### src/rtl/spu_uart_tx_fifo_pkg.sv
// Shared definitions for the SPU UART transmitter: parity encodings, FSM states
// and a helper that derives the baud divisor from clock and baud rate.
package spu_uart_tx_fifo_pkg;

   localparam int PAR_NONE = 0;
   localparam int PAR_EVEN = 1;
   localparam int PAR_ODD  = 2;

   typedef enum logic [2:0] {
      ST_IDLE,
      ST_START,
      ST_DATA,
      ST_PARITY,
      ST_STOP
   } tx_state_e;

   // Rounded to nearest so e.g. 100 MHz / 115200 gives 868.
   function automatic int clk_div_for(input int clk_hz, input int baud);
      return (clk_hz + baud / 2) / baud;
   endfunction

endpackage

### src/rtl/spu_uart_tx_fifo_if.sv
// Write/status bundle between the SPU IO path and the UART transmitter.
interface spu_uart_tx_fifo_if #(
   parameter int DATA_W     = 8,
   parameter int FIFO_DEPTH = 16
);
   localparam int LVL_W = $clog2(FIFO_DEPTH + 1);

   logic              wr_en;
   logic [DATA_W-1:0] wr_data;
   logic              ovf_clr;
   logic              full;
   logic              empty;
   logic [LVL_W-1:0]  level;
   logic              busy;
   logic              overflow;
   logic              txd;

   modport master (
      output wr_en, wr_data, ovf_clr,
      input  full, empty, level, busy, overflow, txd
   );

   modport slave (
      input  wr_en, wr_data, ovf_clr,
      output full, empty, level, busy, overflow, txd
   );

endinterface

### src/rtl/spu_uart_tx_fifo_sync_fifo.sv
// Single-clock FIFO with first-word-fall-through read; shared by the UART TX and RX paths.
module spu_sync_fifo #(
   parameter int DATA_W     = 8,
   parameter int FIFO_DEPTH = 16,
   localparam int AW        = $clog2(FIFO_DEPTH),
   localparam int LW        = $clog2(FIFO_DEPTH + 1)
) (
   input  logic              clk,
   input  logic              rst,
   input  logic              push_i,
   input  logic [DATA_W-1:0] push_data_i,
   input  logic              pop_i,
   output logic [DATA_W-1:0] pop_data_o,
   output logic              full_o,
   output logic              empty_o,
   output logic [LW-1:0]     level_o
);

   logic [DATA_W-1:0] mem_q [FIFO_DEPTH];
   logic [AW-1:0]     wr_ptr_q;
   logic [AW-1:0]     rd_ptr_q;
   logic [LW-1:0]     level_q;
   logic              do_push;
   logic              do_pop;

   // Guards use pre-edge full/empty, so a pop never makes room for a same-cycle push.
   assign do_push = push_i && !full_o;
   assign do_pop  = pop_i && !empty_o;

   always_ff @(posedge clk or negedge rst) begin
      if (!rst) begin
         wr_ptr_q <= '0;
         rd_ptr_q <= '0;
         level_q  <= '0;
      end else begin
         if (do_push) wr_ptr_q <= wr_ptr_q + AW'(1);
         if (do_pop)  rd_ptr_q <= rd_ptr_q + AW'(1);
         level_q <= level_q + LW'(do_push) - LW'(do_pop);
      end
   end

   always_ff @(posedge clk) begin
      if (do_push) mem_q[wr_ptr_q] <= push_data_i;
   end

   assign pop_data_o = mem_q[rd_ptr_q];
   assign full_o     = (level_q == LW'(FIFO_DEPTH));
   assign empty_o    = (level_q == '0);
   assign level_o    = level_q;

endmodule

### src/rtl/spu_uart_tx_fifo.sv
// Configurable UART transmitter fed by a write-side FIFO; drives the txd pad from a flop.
module spu_uart_tx_fifo
   import spu_uart_tx_fifo_pkg::*;
#(
   parameter int DATA_W     = 8,
   parameter int CLK_DIV    = 868,
   parameter int FIFO_DEPTH = 16,
   parameter int PARITY     = 0,
   parameter int STOP_BITS  = 1
) (
   input  logic              clk,
   input  logic              rst,
   spu_uart_tx_fifo_if.slave bus
);

   localparam int CW = $clog2(CLK_DIV);
   localparam int BW = 4;
   localparam int LW = $clog2(FIFO_DEPTH + 1);

   tx_state_e         state_q, state_d;
   logic [CW-1:0]     baud_q, baud_d;
   logic [BW-1:0]     bit_q, bit_d;
   logic [DATA_W-1:0] shift_q, shift_d;
   logic              par_q, par_d;
   logic              txd_q, txd_d;
   logic              ovf_q, ovf_d;
   logic              pop;
   logic              bit_end;
   logic [DATA_W-1:0] fifo_data;
   logic              fifo_full;
   logic              fifo_empty;
   logic [LW-1:0]     fifo_level;

   spu_sync_fifo #(
      .DATA_W     (DATA_W),
      .FIFO_DEPTH (FIFO_DEPTH)
   ) u_fifo (
      .clk         (clk),
      .rst         (rst),
      .push_i      (bus.wr_en),
      .push_data_i (bus.wr_data),
      .pop_i       (pop),
      .pop_data_o  (fifo_data),
      .full_o      (fifo_full),
      .empty_o     (fifo_empty),
      .level_o     (fifo_level)
   );

   assign bit_end = (baud_q == CW'(CLK_DIV - 1));

   always_comb begin
      state_d = state_q;
      baud_d  = baud_q;
      bit_d   = bit_q;
      shift_d = shift_q;
      par_d   = par_q;
      pop     = 1'b0;
      txd_d   = 1'b1;
      ovf_d   = ovf_q;

      if (state_q != ST_IDLE) baud_d = bit_end ? '0 : baud_q + CW'(1);

      case (state_q)
         ST_IDLE: begin
            if (!fifo_empty) begin
               pop     = 1'b1;
               state_d = ST_START;
               baud_d  = '0;
            end
         end
         ST_START: begin
            if (bit_end) begin
               state_d = ST_DATA;
               bit_d   = '0;
            end
         end
         ST_DATA: begin
            if (bit_end) begin
               shift_d = shift_q >> 1;
               if (bit_q == BW'(DATA_W - 1)) begin
                  bit_d   = '0;
                  state_d = (PARITY != PAR_NONE) ? ST_PARITY : ST_STOP;
               end else begin
                  bit_d = bit_q + BW'(1);
               end
            end
         end
         ST_PARITY: begin
            if (bit_end) begin
               state_d = ST_STOP;
               bit_d   = '0;
            end
         end
         ST_STOP: begin
            if (bit_end) begin
               if (bit_q == BW'(STOP_BITS - 1)) begin
                  bit_d = '0;
                  // Chain straight into the next start bit so queued frames have no idle gap.
                  if (!fifo_empty) begin
                     pop     = 1'b1;
                     state_d = ST_START;
                  end else begin
                     state_d = ST_IDLE;
                  end
               end else begin
                  bit_d = bit_q + BW'(1);
               end
            end
         end
         default: state_d = ST_IDLE;
      endcase

      if (pop) begin
         shift_d = fifo_data;
         par_d   = ^fifo_data;
      end

      // txd is registered, so its next value follows the next state.
      case (state_d)
         ST_START:  txd_d = 1'b0;
         ST_DATA:   txd_d = shift_d[0];
         ST_PARITY: txd_d = (PARITY == PAR_ODD) ? ~par_q : par_q;
         default:   txd_d = 1'b1;
      endcase

      if (bus.ovf_clr) ovf_d = 1'b0;
      if (bus.wr_en && fifo_full) ovf_d = 1'b1;
   end

   always_ff @(posedge clk or negedge rst) begin
      if (!rst) begin
         state_q <= ST_IDLE;
         baud_q  <= '0;
         bit_q   <= '0;
         shift_q <= '0;
         par_q   <= 1'b0;
         txd_q   <= 1'b1;
         ovf_q   <= 1'b0;
      end else begin
         state_q <= state_d;
         baud_q  <= baud_d;
         bit_q   <= bit_d;
         shift_q <= shift_d;
         par_q   <= par_d;
         txd_q   <= txd_d;
         ovf_q   <= ovf_d;
      end
   end

   assign bus.full     = fifo_full;
   assign bus.empty    = fifo_empty;
   assign bus.level    = fifo_level;
   assign bus.busy     = (state_q != ST_IDLE) || !fifo_empty;
   assign bus.overflow = ovf_q;
   assign bus.txd      = txd_q;

endmodule
### src/flat_wrapper.sv
// flat-port wrapper written by rule: the top's interface ports become plain ports
module spu_uart_tx_fifo_flat import spu_uart_tx_fifo_pkg::*;
#(
   parameter int DATA_W     = 8,
   parameter int CLK_DIV    = 868,
   parameter int FIFO_DEPTH = 16,
   parameter int PARITY     = 0,
   parameter int STOP_BITS  = 1
)
  (clk, rst, bus_wr_en, bus_wr_data, bus_ovf_clr, bus_full, bus_empty, bus_level, bus_busy, bus_overflow, bus_txd);
  spu_uart_tx_fifo_if #(.DATA_W(DATA_W), .FIFO_DEPTH(FIFO_DEPTH)) bus_i ();
  input  logic clk;
  input  logic rst;
  input wire logic [$bits(bus_i.wr_en)-1:0] bus_wr_en;
  input wire logic [$bits(bus_i.wr_data)-1:0] bus_wr_data;
  input wire logic [$bits(bus_i.ovf_clr)-1:0] bus_ovf_clr;
  output wire logic [$bits(bus_i.full)-1:0] bus_full;
  output wire logic [$bits(bus_i.empty)-1:0] bus_empty;
  output wire logic [$bits(bus_i.level)-1:0] bus_level;
  output wire logic [$bits(bus_i.busy)-1:0] bus_busy;
  output wire logic [$bits(bus_i.overflow)-1:0] bus_overflow;
  output wire logic [$bits(bus_i.txd)-1:0] bus_txd;
  assign bus_i.wr_en = bus_wr_en;
  assign bus_i.wr_data = bus_wr_data;
  assign bus_i.ovf_clr = bus_ovf_clr;
  assign bus_full = bus_i.full;
  assign bus_empty = bus_i.empty;
  assign bus_level = bus_i.level;
  assign bus_busy = bus_i.busy;
  assign bus_overflow = bus_i.overflow;
  assign bus_txd = bus_i.txd;
  spu_uart_tx_fifo #(.DATA_W(DATA_W), .CLK_DIV(CLK_DIV), .FIFO_DEPTH(FIFO_DEPTH), .PARITY(PARITY), .STOP_BITS(STOP_BITS)) u_core (.clk(clk), .rst(rst), .bus(bus_i));
endmodule
### config.mk
export PLATFORM = sky130hd
export DESIGN_NAME = spu_uart_tx_fifo_flat
export DESIGN_NICKNAME = d
export VERILOG_FILES = /design/src/rtl/spu_uart_tx_fifo_pkg.sv /design/src/rtl/spu_uart_tx_fifo_if.sv /design/src/rtl/spu_uart_tx_fifo_sync_fifo.sv /design/src/rtl/spu_uart_tx_fifo.sv /design/src/flat_wrapper.sv
export SDC_FILE = /design/constraint.sdc
export NUM_CORES = 1
export LEC_CHECK = 0
export ABC_AREA = 1
export ABC_CLOCK_PERIOD_IN_PS = 3000
export BUFFER_PORTS_ARGS = -buffer_cell sky130_fd_sc_hd__buf_2
export CAP_MARGIN = 20
export CORE_ASPECT_RATIO = 1.4
export CORE_UTILIZATION = 56
export CTS_CLUSTER_DIAMETER = 150
export CTS_CLUSTER_SIZE = 25
export DETAILED_ROUTE_END_ITERATION = 7
export GPL_ROUTABILITY_DRIVEN = 1
export HOLD_SLACK_MARGIN = 0.08
export PLACE_DENSITY = 0.72
export SLEW_MARGIN = 0
export SYNTH_ARGS = -nofsm -noshare
export SYNTH_HDL_FRONTEND = slang
export SYNTH_SLANG_ARGS = --single-unit
### constraint.sdc
create_clock -name clk -period 3 [get_ports clk]
set_input_delay 0.3 -clock clk [delete_from_list [all_inputs] [get_ports clk]]
set_output_delay 0.3 -clock clk [all_outputs]
set_load 0.01 [all_outputs]
==> results of run 1 <==
-- metrics by stage --
stage	instance area, um^2	power, mW	hold slack, ps	instances	worst slack [ps]
2_1_floorplan	7810	3.409	4.409	791	250.8
3_3_place_gp	8080	3.654	465.6	983	401.5
3_5_place_dp	8080	3.701	474.4	983	306.0
4_1_cts	8630	5.648	87.57	1017	286.6
5_1_grt	8630	5.833	144.7	1017	55.68
6_report	8630	5.623	93.07	1017	274.1
-- logic make-up (layout without fill, tap and decap cells) --
group	after synthesis	in the layout
buffers and inverters	127	171
DFF	169	169
adders and majority gates	15	15
and+or+nand+nor	414	414
xor gates and xnor gates	14	14
AOI/OAI and AO/OA	52	52
-- registers in the layout, summed over array words and instances (netlist names), 3 cells and up --
| name | flops |
|---|---|
| u_core.shift_q | 8 |
| u_core.u_fifo.level_o | 5 |
| u_core.u_fifo.mem_q | 128 |
| u_core.bit_q | 4 |
| u_core.u_fifo.rd_ptr_q | 4 |
| u_core.state_q | 3 |
| u_core.baud_q | 10 |
| u_core.u_fifo.wr_ptr_q | 4 |
-- layout make-up --
type	instances	area, um^2
clock buffer	17	425.4
sequential	169	4872
fill	1108	4883
tap	182	227.7
clock inverter	15	103.9
multi-input combinational	495	2381
timing repair buffer	38	237.7
inverter	101	381.6
-- what timing repair did --
action,CTS,global route
hold endpoints to repair,41,0
hold buffers,2,0
buffers inserted,0,0
-- final timing paths --
path | depth (start not counted) | end
setup / recovery | 15 | u_core.u_fifo.level_o[4]
hold / removal | 3 | u_core.bus.overflow
setup reg to reg | 15 | u_core.u_fifo.level_o[4]
hold reg to reg | 2 | u_core.par_q
max in group asynchronous | 2 | u_core.u_fifo.rd_ptr_q[0]
min in group asynchronous | 2 | u_core.shift_q[5]
-- layer usage --
| metal | vias up | share of wire (%) |
|---|---|---|
| met1 | 2662 | 40 |
| met3 | 35 | 3.9 |
| met5 | - | 0 |
| li1 | 2649 | - |
| met4 | 0 | 2.8 |
| met2 | 136 | 54 |
-- layout by cell type (no fill, tap or decap), drive strengths merged, types with 11 or more instances in the layout --
master / instances
inv: 102
buf: 36
nand3: 79
o21ai: 25
dfrtp: 40
clkbuf: 17
nand2: 264
ha: 14
xor2: 11
edfxtp: 128
nor2: 60
-- worst max-delay path, stage by stage (launching register included) --
cell	delay, ps
dfrtp_1	410
ha_1	210
nand2_1	70
nor2_2	140
nand4_2	190
o21ai_2	210
nand3_2	90
clkinv_1	70
ha_1	120
inv_1	40
ha_1	200
fa_1	420
a21oi_1	170
nor2_1	50
nor2_1	100
xor2_1	150
-- power by group --
group	switching, mW	total, mW	internal [mW]
Sequential	0.0961	2.87	2.77
Clock	0.911	1.96	1.05
Combinational	0.529	0.793	0.264
Total	1.54	5.62	4.09
==> results.py, run 1 <==
metrics = {
    "layout": {
        "fin_util_pct": 63.86,
        "fin_nets": 849,
        "antenna_cells": 0,
        "drive_above_1_share_pct": 11.98,
        "syn_to_final_growth_pct": 10.49,
    },
    "worst_setup_path": {
        "cp-start-kind": "register",
        "worstPathArrival_ps": 3080,
        "worstSetupEndpointType": "register",
        "timing.rr.start": "u_core.baud_q[0]",
        "rrSetupSlack_ps": 270,
        "cp_max_fo": 5,
        "critical_path_required_ps": 3360,
        "startpoint": "u_core.baud_q[0]",
        "critical_path_class": "reg2reg",
    },
    "timing": {
        "setup_violations": 0,
        "fin_tns_setup_ps": 0,
        "timing_hold_violations_final": 0,
        "skew_ps": 5.917,
        "timing.fmax_mhz": 366.9,
        "drv_slew": 0,
        "rsz0062_at_grt": "false",
        "maxSlewHeadroom_pct": 38.49,
        "tightest_slew_ps": 922.6,
        "fin_crit_ps": 2726,
        "min_period_over_period_pct": 90.86,
    },
    "placed_design": {
        "routabilityCongestion": 0.8195,
        "dp_hpwl_um": 10920,
        "io_buffers": 21,
    },
    "worst_hold_path": {
        "hold_path_class": "in2reg",
        "hold_start": "bus_wr_en",
    },
    "route": {
        "ant_nets": 0,
        "viasPerCell": 5.390,
        "post_drt_wl_per_cell_um": 16.44,
        "first_iter_violations": 413,
        "vias": 5482,
        "routed_wl_um": 16720,
        "drt_pass1_iterations": 5,
        "drc": 0,
    },
    "floorplan": {
        "die-area_um2": 14430,
        "initial_utilization_pct": 57.80,
        "io_pins": 22,
        "coreArea_um2": 13510,
        "fp.dieH_um": 141.7,
        "fp-row-count": 50,
        "die_w_um": 101.8,
    },
    "run_status": {
        "status": "complete, no violations",
    },
    "global_routing": {
        "grt.met1_usage_pct": 29.00,
        "grt_pass1_wl_um": 26520,
        "grt_antenna_before_repair": 0,
        "grt_max_degree": 70,
        "grt-ovfl-total": 0,
        "busiest_layer": "met2",
        "gr-usage-met3_pct": 5.074,
        "grt_pass1_vias": 5379,
        "grt.met2_usage_pct": 43.21,
        "grt_usage_pct": 24.74,
    },
    "yosys": {
        "ys_types": 40,
        "yosysSeqAreaShare_pct": 62.37,
        "synth_top_family_by_area": "simple AND/OR/NAND/NOR gates",
        "ys_ff_latch": 169,
        "synthCells": 791,
        "synth_compound_area_share_pct": 4.149,
        "yosys.area_share.simple_pct": 22.27,
        "ys.flop_type": "edfxtp_1",
        "synthAdderAreaFrac_pct": 2.499,
        "synth_xor_area_share_pct": 1.570,
        "synth_edf_count": 128,
        "ys_warn_count": 0,
        "netlist.area_leader.share_pct": 49.21,
        "synth_mux_area_share_pct": 0,
        "ys_top_cells_by_count": "nand2_1, edfxtp_1, inv_1",
        "synth_fp_nets": 818,
        "netlist_area_um2": 7810,
        "ys_async_sr_fraction_pct": 24.26,
        "avgSynthCellArea_um2": 9.874,
        "synth.most_common_cell": "nand2_1",
        "synth_area_leaders": "edfxtp_1, dfrtp_1, nand2_1",
        "synth_top_cell_by_area": "edfxtp_1",
    },
    "clock_network": {
        "clock_latency_ps": 430,
        "tritoncts": "done",
        "path_clk_slew_ps": 70,
        "cts.sinks": 169,
        "numCtsBuffers": 17,
        "root_buffer": "clkbuf_16",
        "cts_buffer_depth": 2,
        "cts_max_level": 4,
        "cts_resized": 0,
    },
    "power_and_ir_drop": {
        "total_leakage_power_nw": 3.722,
        "p_per_area_nw_per_um2": 651.6,
        "peakVddDrop_mv": 0.5113,
    },
    "job": {
        "cap_violations": 0,
    },
}
Power figures use the tool's default switching activity.
==> inputs of run 2 (changes only) <==
HOLD_SLACK_MARGIN = 0.15   (was 0.08)
PLACE_DENSITY = 0.73   (was 0.72)
==> results.py, run 2 (synthesized netlist as in run 1, its figures left out) <==
metrics = {
    "worst_setup_path": {
        "critical_path_class": "reg2reg",
        "worstSetupEndpointType": "register",
        "r2r_end": "u_core.u_fifo.level_o[4]",
        "worst_path_max_delay_cell": "fa_1",
        "critical_path_required_ps": 3350,
        "worstPathArrival_ps": 3090,
        "cp-start-kind": "register",
        "cp_max_fo": 5,
        "cpMostUsedCell": "ha_1",
        "rrSetupSlack_ps": 250,
        "timing.rr.start": "u_core.baud_q[0]",
        "path_cells": "ha_1, nand2_1, nor2_2, nand4_2, o21ai_2, nand3_2, clkinv_1, ha_1, inv_1, ha_1, fa_1, a21oi_1, nor2_1, nor2_1, xor2_1",
        "max_stage_delay_ps": 410,
        "rr_worst_depth": 15,
    },
    "global_routing": {
        "grt.met1_usage_pct": 28.27,
        "grt_antenna_before_repair": 0,
        "grt_usage_pct": 25.23,
        "grt-ovfl-total": 0,
        "grt_max_degree": 70,
        "grt_pass1_vias": 5689,
        "grt.met2_usage_pct": 46.19,
        "grt_pass1_wl_um": 27180,
        "busiest_layer": "met2",
        "gr-usage-met3_pct": 4.975,
    },
    "power_and_ir_drop": {
        "p_clk_share_pct": 37.9,
        "p_int_mw": 4.440,
        "finalPower_mw": 5.930,
        "p_per_area_nw_per_um2": 674.7,
        "p_comb_share_pct": 13.8,
        "swShare_pct": 25.12,
        "p_seq_share_pct": 48.3,
        "peakVddDrop_mv": 0.4020,
        "p_switching_mw": 1.489,
        "total_leakage_power_nw": 3.820,
    },
    "timing": {
        "fin_tns_setup_ps": 0,
        "timing_hold_violations_final": 0,
        "maxSlewHeadroom_pct": 38.80,
        "drv_slew": 0,
        "rsz0062_at_grt": "false",
        "setup_violations": 0,
        "skew_ps": 5.491,
        "fin_crit_ps": 2746,
        "tightest_slew_ps": 918.1,
        "timing.fmax_mhz": 364.2,
        "min_period_over_period_pct": 91.52,
    },
    "floorplan": {
        "fp.dieH_um": 141.7,
        "coreArea_um2": 13510,
        "fp-row-count": 50,
        "die-area_um2": 14430,
        "initial_utilization_pct": 57.80,
        "io_pins": 22,
        "die_w_um": 101.8,
    },
    "clock_network": {
        "cts_buffer_depth": 2,
        "cts_max_level": 4,
        "root_buffer": "clkbuf_16",
        "numCtsBuffers": 17,
        "cts_resized": 0,
        "path_clk_slew_ps": 60,
        "clock_latency_ps": 420,
        "cts.sinks": 169,
        "tritoncts": "done",
    },
    "placed_design": {
        "dp_hpwl_um": 10760,
        "routabilityCongestion": 0.8005,
        "io_buffers": 21,
        "placed_area_um2": 8148,
    },
    "layout": {
        "largest_reg_flops": 128,
        "drive_above_1_share_pct": 12.78,
        "syn_to_final_growth_pct": 12.53,
        "largest-register": "u_core.u_fifo.mem_q",
        "antenna_cells": 0,
        "top_regs": "u_core.u_fifo.mem_q: 128 flops, u_core.baud_q: 10 flops, u_core.shift_q: 8 flops",
        "ff_latch_area_um2": 4872,
        "finalInstanceArea_um2": 8788,
        "most-common-layout-cells": "nand2_1, edfxtp_1, inv_1",
        "fillers": 1084,
        "fin_nets": 859,
        "final_common_cell": "nand2_1",
        "multi_input_area_um2": 2381,
    },
    "worst_hold_path": {
        "hold_end": "u_core.u_fifo.wr_ptr_q[0]",
        "hold_path_class": "in2reg",
        "whs_path_depth": 3,
        "hold_start": "bus_wr_en",
    },
    "job": {
        "cap_violations": 0,
    },
    "route": {
        "routed_wl_um": 16630,
        "ant_nets": 0,
        "first_iter_violations": 362,
        "post_drt_wl_per_cell_um": 16.19,
        "drt_pass1_iterations": 5,
        "drc": 0,
        "viasPerCell": 5.375,
        "vias": 5520,
    },
    "run_status": {
        "status": "complete, no violations",
    },
}
## run 2: changes by cell type in the layout (fill, tap and decap cells not counted), moves of 2 or more
cell	change
buf_4	+9
inv_6	-3
bufinv_16	+4
clkbuf_1	+2
## run 2: how the worst max path moves through the flow
stage	startpoint	endpoint	slack (ps)	depth (start not counted)
CTS	u_core.baud_q[0]	u_core.u_fifo.level_o[4]	240	15
floorplan	u_core.u_fifo.level_o[3]	u_core.u_fifo.level_o[4]	250	15
global placement	u_core.baud_q[0]	u_core.u_fifo.level_o[4]	390	15
global route	u_core.baud_q[0]	u_core.u_fifo.level_o[4]	20	15
finish	u_core.baud_q[0]	u_core.u_fifo.level_o[4]	250	15
detailed placement	u_core.baud_q[0]	u_core.u_fifo.level_o[4]	290	15
## run 2: area by class of cell
cell class / count / share of cell area, %
clock inverter: 13 / 2.022
sequential: 169 / 55.44
inverter: 101 / 4.342
multi-input combinational: 495 / 27.09
tap: 182 / 2.591
timing repair buffer: 48 / 3.588
clock buffer: 19 / 4.926
## run 2: critical path: cells and delay by family, from the launching register on
kind	cells	cell delay [ps]
AOI/OAI and AO/OA	2	440
xor gates and xnor gates	1	150
adders and majority gates	4	930
buffers and inverters	2	120
DFF	1	390
and+or+nand+nor	6	620
## run 2: layer usage
layer	vias up	share of wire, %
li1	2661	-
met1	2678	39
met2	147	56
met3	34	3.7
met4	0	2.1
met5	-	0
## run 2: metrics by stage
step                utilization [%]  hold slack [ps]  worst slack, ps  std cells
floorplan                         -            4.409            250.8        791
global placement              60.30            464.5            387.8        992
detailed placement            60.30            473.2            291.9        992
CTS                           65.04            236.6            237.4       1027
global route                  65.04            256.3            18.67       1027
finish                        65.04            249.6            254.4       1027
## run 2: power by group through the flow
stage | sequential, mW | combinational (mW) | clock, mW
4_1_cts | 2.86 | 0.827 | 2.27
3_5_place_dp | 2.91 | 0.815 | 0
5_1_grt | 2.88 | 0.932 | 2.36
3_3_place_gp | 2.90 | 0.763 | 0
2_1_floorplan | 2.91 | 0.500 | 0
6_report | 2.86 | 0.821 | 2.25
## run 2: timing repair
action	CTS	global route
hold buffers	3	0
endpoints found under the setup margin	0	0
endpoints found under the hold margin	41	0
buffers inserted	0	0
==> inputs of run 3 (changes only) <==
REMOVE_ABC_BUFFERS = 1   (was unset)
==> results.py, run 3 (synthesized netlist as in run 1, its figures left out) <==
metrics = {
    "floorplan": {
        "fp-row-count": 50,
        "die-area_um2": 14430,
        "coreArea_um2": 13510,
        "initial_utilization_pct": 57.80,
        "io_pins": 22,
        "die_w_um": 101.8,
        "fp.dieH_um": 141.7,
    },
    "power_and_ir_drop": {
        "p_seq_share_pct": 50.4,
        "swShare_pct": 26.74,
        "p_switching_mw": 1.522,
        "p_int_mw": 4.170,
        "p_comb_share_pct": 13.6,
        "p_per_area_nw_per_um2": 661.2,
        "total_leakage_power_nw": 3.719,
        "p_clk_share_pct": 36.0,
        "peakVddDrop_mv": 0.4357,
    },
    "layout": {
        "finalInstanceArea_um2": 8610,
        "syn_to_final_growth_pct": 10.24,
        "largest_reg_flops": 128,
        "antenna_cells": 0,
        "fin_nets": 843,
        "drive_above_1_share_pct": 11.10,
        "largest-register": "u_core.u_fifo.mem_q",
        "top_regs": "u_core.u_fifo.mem_q: 128 flops, u_core.baud_q: 10 flops, u_core.shift_q: 8 flops",
        "final_common_cell": "nand2_1",
        "fillers": 1087,
        "most-common-layout-cells": "nand2_1, edfxtp_1, inv_1",
    },
    "global_routing": {
        "grt_pass1_vias": 5555,
        "grt_antenna_before_repair": 0,
        "grt_max_degree": 70,
        "grt_usage_pct": 25.18,
        "grt-ovfl-total": 0,
        "grt_pass1_wl_um": 26870,
    },
    "clock_network": {
        "clock_latency_ps": 420,
        "cts.sinks": 169,
        "tritoncts": "done",
        "cts_resized": 0,
        "path_clk_slew_ps": 60,
        "numCtsBuffers": 17,
        "root_buffer": "clkbuf_16",
        "cts_buffer_depth": 2,
        "cts_max_level": 4,
        "post_cts_buffers": 0,
    },
    "route": {
        "drt_pass1_iterations": 5,
        "drc": 0,
        "first_iter_violations": 411,
        "ant_nets": 0,
        "viasPerCell": 5.423,
        "routed_wl_um": 16520,
        "post_drt_wl_per_cell_um": 16.34,
        "vias": 5483,
    },
    "worst_hold_path": {
        "whs_path_depth": 3,
        "hold_path_class": "in2reg",
        "hold_start": "bus_wr_en",
        "hold_end": "u_core.u_fifo.wr_ptr_q[0]",
    },
    "worst_setup_path": {
        "timing.rr.start": "u_core.baud_q[0]",
        "critical_path_class": "reg2reg",
        "cp_max_fo": 5,
        "rr_worst_depth": 15,
        "cpMostUsedCell": "ha_1",
        "rrSetupSlack_ps": 360,
        "r2r_end": "u_core.u_fifo.level_o[4]",
        "critical-path-top-delay-family": "adder cells",
        "critical_path_buf_inv_count": 2,
        "worstPathArrival_ps": 2990,
        "worst_path_max_delay_cell": "dfrtp_1",
        "worstSetupEndpointType": "register",
        "critical_path_required_ps": 3340,
        "cp-start-kind": "register",
        "path_cells": "ha_1, nand2_1, nor2_2, nand4_2, o21ai_2, nand3_2, clkinv_1, ha_1, inv_1, ha_1, fa_1, a21oi_1, nor2_1, nor2_1, xor2_1",
        "max_stage_delay_ps": 410,
    },
    "placed_design": {
        "io_buffers": 21,
        "placed_area_um2": 8028,
        "routabilityCongestion": 0.8912,
        "dp_hpwl_um": 10900,
    },
    "timing": {
        "skew_ps": 8.063,
        "maxSlewHeadroom_pct": 38.06,
        "drv_slew": 0,
        "rsz0062_at_grt": "false",
        "timing.fmax_mhz": 378.3,
        "min_period_over_period_pct": 88.12,
        "timing_hold_violations_final": 0,
        "fin_crit_ps": 2643,
        "tightest_slew_ps": 929.1,
        "fin_tns_setup_ps": 0,
        "setup_violations": 0,
    },
    "run_status": {
        "status": "complete, no violations",
    },
    "job": {
        "cap_violations": 0,
    },
}
run 3: cell count changes in the layout (fill, tap and decap cells not counted), moves of 3 or more:
cell,delta
buf_4,-16
clkinv_4,+3
clkinvlp_4,-4
inv_6,+4
bufinv_16,-3
run 3: tightest hold or removal path, delay by kind of cell:
kind / cells / cell delay, ps
and+or+nand+nor: 1 / 140
xor gates and xnor gates: 1 / 80
buffers and inverters: 1 / 110
run 3: area by class of cell:
cell class                 instances  area [um^2]  share of cell area (%)
tap                              182        227.7                   2.645
clock inverter                    14        122.6                   1.424
inverter                         101        381.6                   4.432
sequential                       169         4872                   56.59
timing repair buffer              32        195.2                   2.267
clock buffer                      18        429.2                   4.985
multi-input combinational        495         2381                   27.66
run 3: worst max path at each step:
| stage | from | slack, ps | cells past startpoint | to |
|---|---|---|---|---|
| 3_3_place_gp | u_core.baud_q[0] | 440 | 15 | u_core.u_fifo.level_o[4] |
| 2_1_floorplan | u_core.u_fifo.rd_ptr_q[0] | 10 | 14 | u_core.par_q |
| 6_report | u_core.baud_q[0] | 360 | 15 | u_core.u_fifo.level_o[4] |
| 5_1_grt | u_core.baud_q[0] | 190 | 15 | u_core.u_fifo.level_o[4] |
| 3_5_place_dp | u_core.baud_q[0] | 350 | 15 | u_core.u_fifo.level_o[4] |
| 4_1_cts | u_core.baud_q[0] | 350 | 15 | u_core.u_fifo.level_o[4] |
run 3: what timing repair did:
action / in CTS / in global routing
hold buffers: 3 / 0
endpoints found under the setup margin: 0 / 0
endpoints found under the hold margin: 41 / 0
run 3: per-stage QoR:
stage | setup slack [ps] | utilization (%) | total power [mW] | instances | hold WS [ps]
global route | 190.1 | 63.71 | 5.936 | 1011 | 259.5
finish | 356.5 | 63.71 | 5.693 | 1011 | 258.7
CTS | 345.8 | 63.71 | 5.718 | 1011 | 246.0
floorplan | 14.56 | - | 3.408 | 765 | 4.409
detailed placement | 350.8 | 59.41 | 3.685 | 976 | 475.9
global placement | 441.5 | 59.41 | 3.635 | 976 | 469.5
run 3: layer usage:
layer / GRT usage (%) / routed length, um
met3: 4.433 / 713
met2: 43.63 / 8534
met5: 0 / 0
met4: 15.71 / 871
met1: 28.42 / 6400
run 3: power groups by stage:
stage	Sequential (mW)	Clock, mW	Combinational (mW)
floorplan	2.91	0	0.499
global placement	2.90	0	0.734
detailed placement	2.91	0	0.772
CTS	2.87	2.07	0.783
global route	2.89	2.16	0.888
finish	2.87	2.05	0.777
